File: src/rtl/seq_match_counter.sv
// -----------------------------------------------------------------------------
// seq_match_counter
//
// Watches the parallel window of an upstream WIDTH-stage shift register and
// detects a programmable bit pattern in the serial stream it carries. Matches
// are counted in a saturating counter. Each counted match is also posted as an
// event that stays pending until the consumer acknowledges it.
//
// Window convention: win[0] is the newest bit, win[WIDTH-1] the oldest.
//
// Parameters
//   WIDTH    window width (equals the upstream shift-register depth)
//   PATTERN  value that win must equal for a match
//   OVERLAP  1: overlapping matches count; 0: a match consumes its WIDTH bits
//   CNT_W    width of the match counter
//
// Ports
//   clk        in   1      rising-edge clock
//   reset      in   1      asynchronous, active-low reset
//   en         in   1      upstream register shifted in a new bit this cycle
//   win        in   WIDTH  parallel window from the shift register
//   clr        in   1      synchronous clear of count, sat, ovf and the event
//   match      out  1      registered one-cycle pulse per counted match
//   count      out  CNT_W  matches since reset/clr, saturating
//   sat        out  1      sticky: count reached its maximum
//   evt_valid  out  1      event pending
//   evt_cnt    out  CNT_W  count value captured with the pending event
//   evt_ack    in   1      event completes on evt_valid & evt_ack
//   ovf        out  1      sticky: a match was dropped while an event was pending
// -----------------------------------------------------------------------------
module seq_match_counter #(
  parameter int               WIDTH   = 3,
  parameter logic [WIDTH-1:0] PATTERN = 3'b101,
  parameter bit               OVERLAP = 1'b1,
  parameter int               CNT_W   = 4
) (
  input  logic             clk,
  input  logic             reset,
  input  logic             en,
  input  logic [WIDTH-1:0] win,
  input  logic             clr,
  output logic             match,
  output logic [CNT_W-1:0] count,
  output logic             sat,
  output logic             evt_valid,
  output logic [CNT_W-1:0] evt_cnt,
  input  logic             evt_ack,
  output logic             ovf
);

  // Fill and skip counters both range over 0..WIDTH-1.
  localparam int              CW       = (WIDTH > 1) ? $clog2(WIDTH) : 1;
  localparam logic [CW-1:0]   LAST_IDX = CW'(WIDTH - 1);
  localparam logic [CNT_W-1:0] CNT_MAX = '1;

  typedef enum logic [1:0] {
    ST_ARM,   // window still holds reset zeros; waiting for WIDTH fresh bits
    ST_HUNT,  // comparing every new window against PATTERN
    ST_HOLD   // non-overlap mode: skipping the bits consumed by the last match
  } state_t;

  state_t          state_q, state_d;
  logic [CW-1:0]   fill_q, fill_d;
  logic [CW-1:0]   skip_q, skip_d;
  logic            hit;
  logic [CNT_W-1:0] count_inc;

  // ---------------------------------------------------------------------------
  // Next-state logic
  // ---------------------------------------------------------------------------
  always_comb begin
    // NOTE: every output of this block gets a default first so that no path
    // leaves a signal unassigned; otherwise synthesis infers a latch.
    state_d = state_q;
    fill_d  = fill_q;
    skip_d  = skip_q;
    hit     = 1'b0;

    unique case (state_q)
      ST_ARM: begin
        if (en) begin
          if (fill_q == LAST_IDX) begin
            state_d = ST_HUNT;
            fill_d  = '0;
          end else begin
            fill_d = fill_q + CW'(1);
          end
        end
      end

      ST_HUNT: begin
        if (en && (win == PATTERN)) begin
          hit = 1'b1;
          // A single-bit window has nothing to skip, so HOLD is never used.
          if (!OVERLAP && (WIDTH > 1)) begin
            state_d = ST_HOLD;
            skip_d  = LAST_IDX;
          end
        end
      end

      ST_HOLD: begin
        // skip_q counts down the EN edges still to ignore; the last one
        // returns to HUNT so the next compared window is entirely fresh.
        if (en) begin
          if (skip_q == CW'(1)) begin
            state_d = ST_HUNT;
            skip_d  = '0;
          end else begin
            skip_d = skip_q - CW'(1);
          end
        end
      end

      default: begin
        state_d = ST_ARM;
        fill_d  = '0;
        skip_d  = '0;
      end
    endcase

    // Clear wins over a coincident match and abandons any partial HOLD. ARM
    // keeps filling, because the upstream window contents are unaffected.
    if (clr) begin
      hit = 1'b0;
      if (state_q != ST_ARM) begin
        state_d = ST_HUNT;
        skip_d  = '0;
      end
    end
  end

  // ---------------------------------------------------------------------------
  // State register
  // ---------------------------------------------------------------------------
  always_ff @(posedge clk or negedge reset) begin
    // NOTE: sequential state uses non-blocking assignments so every register
    // samples the pre-edge values regardless of block evaluation order.
    if (!reset) begin
      state_q <= ST_ARM;
      fill_q  <= '0;
      skip_q  <= '0;
    end else begin
      state_q <= state_d;
      fill_q  <= fill_d;
      skip_q  <= skip_d;
    end
  end

  // ---------------------------------------------------------------------------
  // Counter, saturation and event handshake
  // ---------------------------------------------------------------------------
  // Saturating increment: once at the maximum the counter holds.
  assign count_inc = (count == CNT_MAX) ? count : count + CNT_W'(1);

  always_ff @(posedge clk or negedge reset) begin
    if (!reset) begin
      match     <= 1'b0;
      count     <= '0;
      sat       <= 1'b0;
      evt_valid <= 1'b0;
      evt_cnt   <= '0;
      ovf       <= 1'b0;
    end else if (clr) begin
      match     <= 1'b0;
      count     <= '0;
      sat       <= 1'b0;
      evt_valid <= 1'b0;
      evt_cnt   <= '0;
      ovf       <= 1'b0;
    end else begin
      match <= hit;
      if (hit) begin
        count <= count_inc;
        if (count_inc == CNT_MAX) begin
          sat <= 1'b1;
        end
        // The slot is free if nothing is pending or the pending event is
        // being acknowledged on this very edge; otherwise the new event is
        // dropped and the overflow flag records the loss.
        if (!evt_valid || evt_ack) begin
          evt_valid <= 1'b1;
          evt_cnt   <= count_inc;
        end else begin
          ovf <= 1'b1;
        end
      end else if (evt_valid && evt_ack) begin
        evt_valid <= 1'b0;
      end
    end
  end

endmodule

File: config.mk
export PLATFORM = sky130hd
export DESIGN_NAME = seq_match_counter
export DESIGN_NICKNAME = d
export VERILOG_FILES = /design/src/rtl/seq_match_counter.sv
export SDC_FILE = /design/constraint.sdc
export NUM_CORES = 1
export LEC_CHECK = 0
export CORE_ASPECT_RATIO = 1.1
export CORE_UTILIZATION = 45
export DETAILED_ROUTE_END_ITERATION = 6
export GPL_TIMING_DRIVEN = 0
export HOLD_SLACK_MARGIN = 0.12
export PLACE_DENSITY_LB_ADDON = 0.15
export SKIP_LAST_GASP = 1
export SYNTH_ARGS = -nofsm -noshare
export SYNTH_HDL_FRONTEND = slang
export SYNTH_SLANG_ARGS = --single-unit
File: constraint.sdc
create_clock -name clk -period 1.4 [get_ports clk]
set_input_delay 0.42 -clock clk [delete_from_list [all_inputs] [get_ports clk]]
set_output_delay 0.42 -clock clk [all_outputs]
set_load 0.05 [all_outputs]
# Word-level counts from Yosys, hierarchy flattened
# Cells that the tools add are included.
dict set report word_totals {
  latch_bits 0
  n_memories 0
  register_bits 18
  ram_bits 0
  out_inout_bits 12
  wordCells 75
  rom_bits 0
  input_bits 8
}
dict set report op_classes {
  mul 0
  n_eq_ne 10
  bitwise 1
  shifts 0
  n_mux 35
  reduce_logical 17
  order_cmp 0
  div_mod_pow 0
  addsub 3
}
# op n
set op_table {}
lappend op_table {{$mux W2} 12}
lappend op_table {{$mux W4} 6}
lappend op_table {{$mux W1} 14}
lappend op_table {{$reduce_and A2 Y1} 5}
lappend op_table {{$eq A4 B4 Y1 const B} 2}
lappend op_table {{$pmux W2 S2} 2}
lappend op_table {{$reduce_bool A2 Y1} 4}
lappend op_table {{$pmux W2 S3} 1}
lappend op_table {{$add A4 B1 Y4 const B} 1}
lappend op_table {{$eq A2 B1 Y1 const B} 2}
lappend op_table {{$eq A2 B2 Y1 const B} 2}
lappend op_table {{$ne A2 B2 Y1 const B} 2}
lappend op_table {{$reduce_or A2 Y1} 2}
lappend op_table {{$eq A3 B3 Y1 const B} 1}
lappend op_table {{$ne A3 B2 Y1 const B} 1}
lappend op_table {{$reduce_bool A3 Y1} 1}
lappend op_table {{$add A2 B1 Y2 const B} 1}
lappend op_table {{$logic_and A1 B1 Y1} 2}
lappend op_table {{$logic_not A2 Y1} 1}
lappend op_table {{$sub A2 B1 Y2 const B} 1}
lappend op_table {{$logic_not A1 Y1} 1}
lappend op_table {{$logic_or A1 B1 Y1} 1}
lappend op_table {{$not A1 Y1} 1}

# Logic depth before layout (Yosys ltp)
dict set report logic_depth {
  word_depth 7
  depth_mapped 6
  depth_no_buf 6
}

# Least setup slack after synthesis
# No wires, ideal clock.
dict set report synth_timing {
  path_kind {reg2reg}
  startpoint {register count[0]}
  endpoint {register sat}
  path_stages_with_launch 6
  slack_ns -0.509
  t_arrival_ns 1.813
  period_less_slack_ns 1.909
  setup_ns 0.096
  n_path_buf 0
  path_cell_list {dfrtp_1 ha_1 nand3_4 mux2i_1 or2_1 o32ai_2}
}
dict set report synth_between {
  elab_chain_len 5
  word_cells_on_any_way 6
}
# element line
set synth_lines {}
lappend synth_lines {{start, declared} 43} ;# output logic [CNT_W-1:0] count,
lappend synth_lines {{start signal, assigned} 174} ;# count <= count_inc;
lappend synth_lines {{$add A4 B1 Y4 or $eq A4 B4 Y1 (tied branches)} 154} ;# assign count_inc = (count == CNT_MAX) ? count : count + CNT_W'(1);
lappend synth_lines {{$mux W4 *} 154}
lappend synth_lines {{$eq A4 B4 Y1 *} 175} ;# if (count_inc == CNT_MAX) begin
lappend synth_lines {{$reduce_bool A2 Y1 (no line) *} n/a}
lappend synth_lines {{$reduce_and A2 Y1 (no line) *} n/a}
lappend synth_lines {{end signal, assigned} 160} ;# sat <= 1'b0;
lappend synth_lines {{end signal, assigned} 167} ;# sat <= 1'b0;
lappend synth_lines {{end signal, assigned} 176} ;# sat <= 1'b1;
lappend synth_lines {{end, declared} 44} ;# output logic sat,
# Every way passes the cells marked *; elsewhere a longest branch is shown, timed or not.
# A chain may end at the register's enable or synchronous reset.

# Worst setup path after layout
dict set report layout_timing {
  startpoint {register state_q[0]}
  endpoint {register evt_cnt[0]}
}
dict set report layout_between {
  elab_chain_len 5
}
# element line
set layout_lines {}
lappend layout_lines {{start, declared} 62} ;# state_t state_q, state_d;
lappend layout_lines {{start signal, assigned} 144} ;# state_q <= state_d;
lappend layout_lines {{$eq A2 B1 Y1} 79} ;# unique case (state_q)
lappend layout_lines {{$mux W1} 79}
lappend layout_lines {{$mux W1} 124} ;# if (clr) begin
lappend layout_lines {{$reduce_bool A2 Y1 (no line)} n/a}
lappend layout_lines {{$reduce_and A2 Y1 (no line)} n/a}
lappend layout_lines {{end signal, assigned} 183} ;# evt_cnt <= count_inc;
lappend layout_lines {{end, declared} 46} ;# output logic [CNT_W-1:0] evt_cnt,
# Every way passes these cells.

==> impl_metrics.toml <==
[run_status]
status = "complete, but fails checks"
violations = "setup timing"

[worst_setup_path]
ff2ff_path_depth = 5
cp-start-kind = "register"
path_max_fanout = 5
timing.rr.start = "state_q[0]$_DFF_PN0_"
worstSetupPathType = "reg -> reg"
cp-end-kind = "register"
cp-startpoint = "state_q[0]$_DFF_PN0_"
worstPathRequired_ns = 1.57
cp.arrival_ns = 1.66

[grt]
grt_usage_pct = 21.9
grt-ovfl-total = 0
grt_pass1_vias = 850
antenna_found_initial = 0
grt_first_pass_wirelength_um = 3760
grt_start_max_net_pins = 19

[routing]
post_drt_wl_per_cell_um = 15.4
drt_iter0_markers = 14
antenna_left = 0
dr_total_vias = 920
drt-total-wl_um = 2560
drt-pass1-iter-count = 4
drc = 0
vias_per_cell = 5.54

[clock_network]
hold_buffers = 0
cts_buffers = 3
clockBufferDepth = 2
clk_latency_ns = 0.30
clock_sinks = 18
ctsHtreeMaxLevel = 1
cts_root_buffer = "clkbuf_4"
clk_pin_slew_ns = 0.10
cts_tree = "built"

[sta]
relSlewSlack_pct = 47.1
fmax_ghz = 0.674
tightest_slew_ns = 0.792
setup_slack_ns = -0.0843
final.min_clock_period_ns = 1.48
skew_ns = 0.00530
drv_slew = 0
final.setup.tns_ns = -0.318
setup_viol = 6
layout_worst_path_cycle_share_pct = 106
hold_viol = 0
rsz0062_at_grt = "yes"

[synth]
ys.flop_type = "dfrtp_1"
synth_nets = 114
yosys_register_bits = 18
ys_types = 30
yosysSeqAreaShare_pct = 44.0
synth_edf_count = 0
syn_area_mm2 = 0.00102
yosysWarnings = 0
postSynthAreaPerCell_um2 = 10.4
syn_inst = 99
async_reset_ff_share_pct = 100

[layout]
fillCellCount = 166
drive_gt1_share_pct = 47.1
fin_nets = 154
n_antenna_cell = 0
syn2layout_area_growth_pct = 46.4

[min_path]
hp-start = "fill_q[0]$_DFFE_PN0P_"
hp-class = "reg -> reg"
min_path_cells = 1

[die]
initial_core_util_pct = 49.2
ioPinCount = 20
dieArea_mm2 = 0.00247
die_h_um = 52.1
num_rows = 17
die_w_um = 47.5
core_area_mm2 = 0.00208

[placed_design]
globalplace.congestion = 0.784
dp_hpwl_um = 1610
portBuffers = 19

[power_and_ir_drop]
power_uw = 908
irDropWorstVdd_v = 0.000776
p_leak_uw = 0.000663
p_per_area_mw_per_mm2 = 605

[flow_run]
drv_cap = 0
[critical path, cell delays in order (launching register included)]
cell     delay, ns
dfrtp_2       0.47
ha_4          0.17
and4b_2       0.29
nand3_4       0.16
mux2i_1       0.22
nor2_1        0.06
[placed cells by master (no fill, tap or decap), types with 2 or more instances in the layout]
cell type,netlist,final
o31ai_1,4,2
nand3_2,1,2
nand3b_1,2,2
dfrtp_1,18,13
nor2_1,9,8
o21ai_1,0,2
xor2_1,2,2
clkdlybuf4s50_1,0,6
nand3_1,6,4
o41ai_1,2,2
nand3_4,1,2
a21oi_1,5,4
ha_4,0,4
nand2_1,6,5
inv_2,0,3
buf_6,1,3
ha_1,7,3
nor2b_4,0,3
o21ai_0,5,3
buf_4,0,17
mux2i_1,5,4
buf_2,0,8
clkbuf_4,0,4
dfrtp_2,0,4
o31ai_2,0,2
a221oi_1,3,2
inv_1,7,3
[through the flow]
| step | hold slack, ns | cells | setup slack (ns) | utilization [%] | cell area, µm² |
|---|---|---|---|---|---|
| after floorplan | 0.124 | 99 | -0.159 | - | 1060 |
| after global placement | 0.475 | 146 | -0.363 | 61.5 | 1280 |
| after detailed placement | 0.485 | 146 | -0.378 | 61.5 | 1280 |
| after CTS | 0.495 | 162 | -0.0772 | 67.0 | 1400 |
| after global routing | 0.503 | 166 | -0.134 | 72.0 | 1500 |
| final | 0.498 | 166 | -0.0843 | 72.0 | 1500 |
[cell usage after synthesis (all sizes together), types with 2 or more instances]
library cell	number	area, µm²
dfrtp	18	450
nor2	9	33.8
nand3	8	57.6
ha	7	87.6
inv	7	26.3
nand2	6	22.5
a21oi	5	25.0
mux2i	5	50.1
o21ai	5	25.0
o31ai	4	30.0
a221oi	3	26.3
nor2b	3	18.8
nand3b	2	15.0
o41ai	2	17.5
xor2	2	17.5
[worst paths after layout]
kind,end,slack [ns]
setup reg to reg,evt_cnt[0]$_DFFE_PN0P_,-0.08
max in group asynchronous,count[0]$_DFFE_PN0P_,0.25
setup / recovery,evt_cnt[0]$_DFFE_PN0P_,-0.08
min in group asynchronous,evt_cnt[2]$_DFFE_PN0P_,0.57
hold reg to reg,fill_q[0]$_DFFE_PN0P_,0.50
hold / removal,fill_q[0]$_DFFE_PN0P_,0.50
[flip-flops by register name, indices dropped and copies added (netlist names)]
register / flops
count: 4
evt_cnt: 4
evt_valid: 1
fill_q: 2
match: 1
ovf: 1
sat: 1
skip_q: 2
state_q: 2
[timing repair]
item	4_1_cts	5_1_grt
pin swaps	10	13
setup endpoints to repair	27	18
resized for setup	76	21
hold endpoints to repair	0	0
buffers inserted	12	4
[cell families (layout without fill, tap and decap cells)]
| logic type | after synthesis | after routing | share of synthesized area [%] |
|---|---|---|---|
| buffers and inverters | 10 | 49 | 6.23 |
| AO/OA/AOI/OAI | 24 | 24 | 16.6 |
| adder cells (fa/ha/maj) | 7 | 7 | 8.55 |
| XOR/XNOR | 2 | 2 | 1.71 |
| flip-flops | 18 | 18 | 44.0 |
| AND/OR/NAND/NOR | 33 | 33 | 18.1 |
| multiplexers | 5 | 5 | 4.88 |
[metal layers]
metal | part of all wire, % | vias to the layer above | wire length, µm | track usage [%]
li1 | - | 439 | - | -
met3 | 3.6 | 4 | 93 | 3.13
met2 | 51 | 28 | 1300 | 34.5
met1 | 44 | 449 | 1120 | 28.6
met5 | 0 | - | 0 | 0
met4 | 1.7 | 0 | 44 | 10.5
[final cells by class]
type / instances / area [µm²] / area share (%)
multi-input cells: 71 / 647 / 43.1
plain buffers: 3 / 37.5 / 2.50
well taps: 28 / 35.0 / 2.34
repair buffers: 35 / 267 / 17.8
clock buffers: 4 / 26.3 / 1.75
flip-flops and latches: 18 / 459 / 30.6
inverters: 7 / 28.8 / 1.92
[report_power, final]
part	internal (µW)	total, µW	switching [µW]
clock network	111	274	163
logic	45.7	107	60.8
registers	524	527	3.38
total	680	908	228
No activity file was read; power rests on OpenSTA's default activity.
